**src/rtl/tp_pkg.sv**
```systemverilog
// tp_pkg: shared types and constants for the tiny processor core, driver and loader.
package tp_pkg;
    localparam int WORD_W = 8;
    typedef enum logic [1:0] {
        MODE_IDLE     = 2'b00,
        MODE_LD_INSTR = 2'b01,
        MODE_LD_REG   = 2'b10,
        MODE_RUN      = 2'b11
    } mode_e;
    typedef enum logic [2:0] {
        LS_IDLE       = 3'd0,
        LS_WAIT_START = 3'd1,
        LS_SHIFT      = 3'd2,
        LS_WRITE      = 3'd3,
        LS_DONE       = 3'd4
    } loader_state_e;
endpackage

```
**src/rtl/serial_deframer.sv**
```systemverilog
// serial_deframer: start-bit detect, MSB-first WORD_W shift and a one-cycle word_valid pulse.
module serial_deframer #(
    parameter int WORD_W = 8
) (
    input  logic              clk,
    input  logic              rst_n,
    input  logic              en_i,
    input  logic              clr_i,
    input  logic              sdi_i,
    output logic              last_o,
    output logic              word_valid_o,
    output logic [WORD_W-1:0] word_o
);
    localparam int CNT_W = WORD_W > 1 ? $clog2(WORD_W) : 1;
    logic              shifting_q, shifting_d, valid_q, valid_d;
    logic [CNT_W-1:0]  cnt_q, cnt_d;
    logic [WORD_W-1:0] word_q, word_d;
    assign last_o       = shifting_q && cnt_q == CNT_W'(WORD_W - 1);
    assign word_valid_o = valid_q;
    assign word_o       = word_q;
    // A start bit during the valid cycle is ignored so frames need one idle gap.
    always_comb begin
        shifting_d = !clr_i && (shifting_q ? !last_o : en_i && sdi_i && !valid_q);
        cnt_d      = (!clr_i && shifting_q && !last_o) ? cnt_q + 1'b1 : '0;
        valid_d    = !clr_i && last_o;
        word_d     = shifting_q ? {word_q[WORD_W-2:0], sdi_i} : word_q;
    end
    always_ff @(posedge clk or negedge rst_n) begin
        if (!rst_n) begin
            shifting_q <= 1'b0;
            valid_q    <= 1'b0;
            cnt_q      <= '0;
            word_q     <= '0;
        end else begin
            shifting_q <= shifting_d;
            valid_q    <= valid_d;
            cnt_q      <= cnt_d;
            word_q     <= word_d;
        end
    end
endmodule

```
**src/rtl/prog_loader.sv**
```systemverilog
// prog_loader: serial loader writing sequential words into instruction memory or register file.
module prog_loader #(
    parameter int N_INSTR = 16,
    parameter int N_REGS  = 16,
    parameter int WORD_W  = tp_pkg::WORD_W,
    localparam int ADDR_W = $clog2(N_INSTR > N_REGS ? N_INSTR : N_REGS)
) (
    input  logic              clk,
    input  logic              rst_n,
    input  logic [1:0]        mode_i,
    input  logic              sdi_i,
    output logic              wr_en_o,
    output logic              wr_sel_o,
    output logic [ADDR_W-1:0] wr_addr_o,
    output logic [WORD_W-1:0] wr_data_o,
    output logic              busy_o,
    output logic              done_o,
    output logic              run_o
);
    import tp_pkg::*;
    loader_state_e     state_q, state_d;
    logic [1:0]        mode_q;
    logic [ADDR_W-1:0] addr_q, addr_d, last_addr;
    logic              sel_q, sel_d, mode_chg, abort, last_bit, word_valid;
    logic [WORD_W-1:0] word;
    serial_deframer #(.WORD_W(WORD_W)) u_deframer (
        .clk          (clk),
        .rst_n        (rst_n),
        .en_i         (state_q == LS_WAIT_START),
        .clr_i        (abort || state_q == LS_IDLE || state_q == LS_DONE),
        .sdi_i        (sdi_i),
        .last_o       (last_bit),
        .word_valid_o (word_valid),
        .word_o       (word)
    );
    always_comb begin
        mode_chg  = mode_i != mode_q;
        abort     = mode_chg && state_q != LS_IDLE;
        last_addr = sel_q ? ADDR_W'(N_REGS - 1) : ADDR_W'(N_INSTR - 1);
        state_d   = state_q;
        addr_d    = addr_q;
        sel_d     = sel_q;
        case (state_q)
            LS_IDLE: if (mode_i == MODE_LD_INSTR || mode_i == MODE_LD_REG) begin
                state_d = LS_WAIT_START;
                addr_d  = '0;
                sel_d   = mode_i[1];
            end
            LS_WAIT_START: state_d = sdi_i ? LS_SHIFT : LS_WAIT_START;
            LS_SHIFT:      state_d = last_bit ? LS_WRITE : LS_SHIFT;
            LS_WRITE: begin
                state_d = addr_q == last_addr ? LS_DONE : LS_WAIT_START;
                addr_d  = addr_q == last_addr ? addr_q : addr_q + 1'b1;
            end
            LS_DONE: state_d = LS_DONE;
            default: state_d = LS_IDLE;
        endcase
        // Any mode change outside IDLE drops the partial word and restarts from address 0.
        if (abort) begin
            state_d = LS_IDLE;
            addr_d  = '0;
        end
    end
    always_ff @(posedge clk or negedge rst_n) begin
        if (!rst_n) begin
            state_q <= LS_IDLE;
            mode_q  <= 2'b00;
            addr_q  <= '0;
            sel_q   <= 1'b0;
        end else begin
            state_q <= state_d;
            mode_q  <= mode_i;
            addr_q  <= addr_d;
            sel_q   <= sel_d;
        end
    end
    assign wr_en_o   = state_q == LS_WRITE && word_valid;
    assign wr_sel_o  = sel_q;
    assign wr_addr_o = addr_q;
    assign wr_data_o = word;
    assign busy_o    = state_q != LS_IDLE && state_q != LS_DONE;
    assign done_o    = state_q == LS_DONE;
    assign run_o     = mode_q == MODE_RUN;
endmodule

```
**config.mk**
```make
export PLATFORM = sky130hd
export DESIGN_NAME = prog_loader
export DESIGN_NICKNAME = d
export VERILOG_FILES = /design/src/rtl/tp_pkg.sv /design/src/rtl/serial_deframer.sv /design/src/rtl/prog_loader.sv
export SDC_FILE = /design/constraint.sdc
export NUM_CORES = 1
export LEC_CHECK = 0
export CORE_MARGIN = 4
export CORE_UTILIZATION = 49
export CTS_CLUSTER_SIZE = 20
export DETAILED_ROUTE_END_ITERATION = 16
export GPL_ROUTABILITY_DRIVEN = 0
export MAX_ROUTING_LAYER = met4
export PLACE_DENSITY = 0.83
export SLEW_MARGIN = 25
export SYNTH_ARGS = -nofsm -noshare
export SYNTH_HDL_FRONTEND = slang
export SYNTH_SLANG_ARGS = --single-unit
```
**constraint.sdc**
```tcl
create_clock -name clk -period 1.85 [get_ports clk]
set_input_delay 0.185 -clock clk [delete_from_list [all_inputs] [get_ports clk]]
set_output_delay 0.185 -clock clk [all_outputs]
set_load 0.005 [all_outputs]
```
==> impl_results.md <==
- Fmax: 0.564 GHz
- Slew @ Worst Pin: 0.407 ns
- GRT Total Usage: 15.6%
- Most instantiated cells after synthesis: dfrtp_1 (23), mux2_2 (8), nand2_1 (8)
- Core Area: 2040 µm²
- Post-CTS Hold Buffers: 0
- Drt first pass iters: 4
- Largest net degree at the start of global routing: 24
- Leakage: 0.640 nW
- Min Tclk post-route: around 1.8 ns
- Max Cap Viol: 0
- Antenna violations before repair: 0
- Synth Flop Type: dfrtp_1
- Tcrit/Tclk final: 95.8%
- Final WL: 2.15 mm
- Slew HR: 72.7%
- DRT iter0 DRCs: 4
- Layout Nets: 135
- Count of cell types in the netlist: 36
- Worst setup EP type: output port
- First-pass GRT wire length: ~3.7 mm
- Hold Path Class: in -> async
- Data required, critical path: around 1.7 ns
- Sequential area share after synthesis: 52.3%
- Async S/R FF share, synth: 100%
- Antenna diodes: 0
- Total CTS buffers: 3
- # DRC: 0
- Share of layout cells above drive strength 1: 21.4%
- Synth top area cells: dfrtp_1 (52%), mux2_2 (8.2%), ha_1 (3.4%)
- Detailed placement HPWL: 1.57 mm
- Vias in the first global route: a little over 800
- Final total power: 1.29 mW
- Slowest-stage cell, CP: clkdlybuf4s50_1
- H-tree levels: 1
- Setup CP Type: reg -> out
- Buf+Inv Stages, Crit Path: 1
- CP Launch Type: flop
- RSZ-0062 raised after global routing: false
- Max IR drop VDD: 0.611 mV
- DR WL/cell: 14.1 µm
- Ports: 22
- Chip width: 55.4 µm
- Worst EP arrival: 1.59 ns
- CTS max path bufs: 2
- Mapped Avg Cell Area: 11.2 µm²
- Pwr Density: 923 nW/µm²
- Cells along the critical path: nor2_4, and2_1, clkdlybuf4s50_1
- Starting Density: 53.9%
- Row count: 16
- Final Hold Viols: 0
- Reg2Reg Setup Slack: 0.36 ns
- CTS tree: done
- Setup Skew: 0.00109 ns
- Detail Route Antenna Nets: 0
- EDFF count, synth: 0
- Yosys top cell area share: 52.3%
- Clk_lat worst skew: 0.30 ns
- DIE HEIGHT: 55.4 µm
- Total vias in the final route: around 860
- Mapped cell area: 1100 µm²
- Delay-heaviest family, CP: buffers and inverters
- Critical path fanouts, max: 7
- Clock slew at reported path FFs: 0.12 ns
- Synth-to-Final Area Change: 27.1%
- Status: finished, final reports clean
- Syn. warnings: 0
- Grt total ovfl: 0
- Clk root buf: clkbuf_4
- Cell with the most instances after synthesis: dfrtp_1
- CTS Sinks: 23
- # setup viols final: 0
- Post-Synthesis Cells: 98
- Yosys top cell by area: dfrtp_1
- Via density: 5.59
- Synthesized Nets: 106
- PortBufs: 21
- Die area: 3070 µm²
- Largest stage delay, worst path: 0.51 ns
- Yosys reg bits: 23
- Max-slew violations: 0
- Post-Route Setup TNS: 0 ns
- Filler cell count: roughly 170
layout make-up:
| type | instances | area (µm²) | share of cell area [%] |
|---|---|---|---|
| Clock buffer | 4 | 26.3 | 1.88 |
| Inverter | 3 | 11.3 | 0.806 |
| Multi-Input combinational cell | 69 | 494 | 35.4 |
| Sequential cell | 23 | 578 | 41.4 |
| Tap cell | 27 | 33.8 | 2.42 |
| Timing Repair Buffer | 27 | 254 | 18.2 |
logic make-up after synthesis:
kind of cell	share of synthesized area, %
buf+inv	3.53
fa+ha+maj	3.41
compound gates	11.0
mux	9.10
flops	52.3
xor+xnor	2.39
simple gates	18.2
cell usage in the layout, fill, tap and decap left out, types with 2 or more instances in the layout:
cell type,n
dfrtp_1,21
clkdlybuf4s50_1,20
nand2_1,8
mux2_2,8
nor2_1,6
buf_4,6
and2_1,5
nor3_1,4
o21ai_0,4
inv_1,3
a21oi_1,3
ha_1,3
clkbuf_4,3
xor2_1,2
nand3_1,2
o31ai_1,2
dfrtp_2,2
flip-flops by register name, indices dropped and copies added, names as in the netlist:
signal / cells
mode_q: 2
state_q: 3
u_deframer.cnt_q: 3
u_deframer.shifting_q: 1
u_deframer.word_o: 8
u_deframer.word_valid_o: 1
wr_addr_o: 4
wr_sel_o: 1
stage by stage:
stage               std cells  hold slack [ns]  utilization, %  instance area (µm²)  setup WS, ns
floorplan                  98           -0.111               -                 1100         0.520
global placement          146            0.435            65.6                 1340         0.208
detailed placement        146            0.436            65.6                 1340         0.146
CTS                       150            0.217            67.1                 1370        0.0313
global route              153            0.231            68.4                 1400        0.0112
finish                    153            0.217            68.4                 1400        0.0770
routing by layer:
metal | vias up | wire length [µm] | GRT usage, %
met5 | - | 0 | -
met4 | 0 | 44 | 8.33
met3 | 4 | 81 | 3.03
met2 | 19 | 1090 | 25.5
met1 | 428 | 942 | 18.0
li1 | 404 | - | -
path summary, 6_finish.rpt:
kind,start,to,cells after the start
setup / recovery,state_q[0],done_o,3
hold / removal,rst_n,mode_q[0],2
setup reg to reg,state_q[1],wr_addr_o[1],5
hold reg to reg,u_deframer.cnt_q[0],u_deframer.cnt_q[0],1
max in group asynchronous,rst_n,state_q[0],2
min in group clk,mode_i[0],mode_q[0],1
what timing repair did:
| item | in CTS | in global routing |
|---|---|---|
| endpoints found under the setup margin | 2 | 1 |
| setup buffers | 0 | 3 |
| pin swaps | 1 | 0 |
| gates resized for setup | 5 | 1 |
power breakdown:
group | internal (mW) | leakage, nW | switching (mW)
clock network | 0.0841 | 0.0150 | 0.141
logic | 0.252 | 0.320 | 0.179
registers | 0.566 | 0.305 | 0.0685
total | 0.902 | 0.640 | 0.388
(Power assumes the default switching activity.)
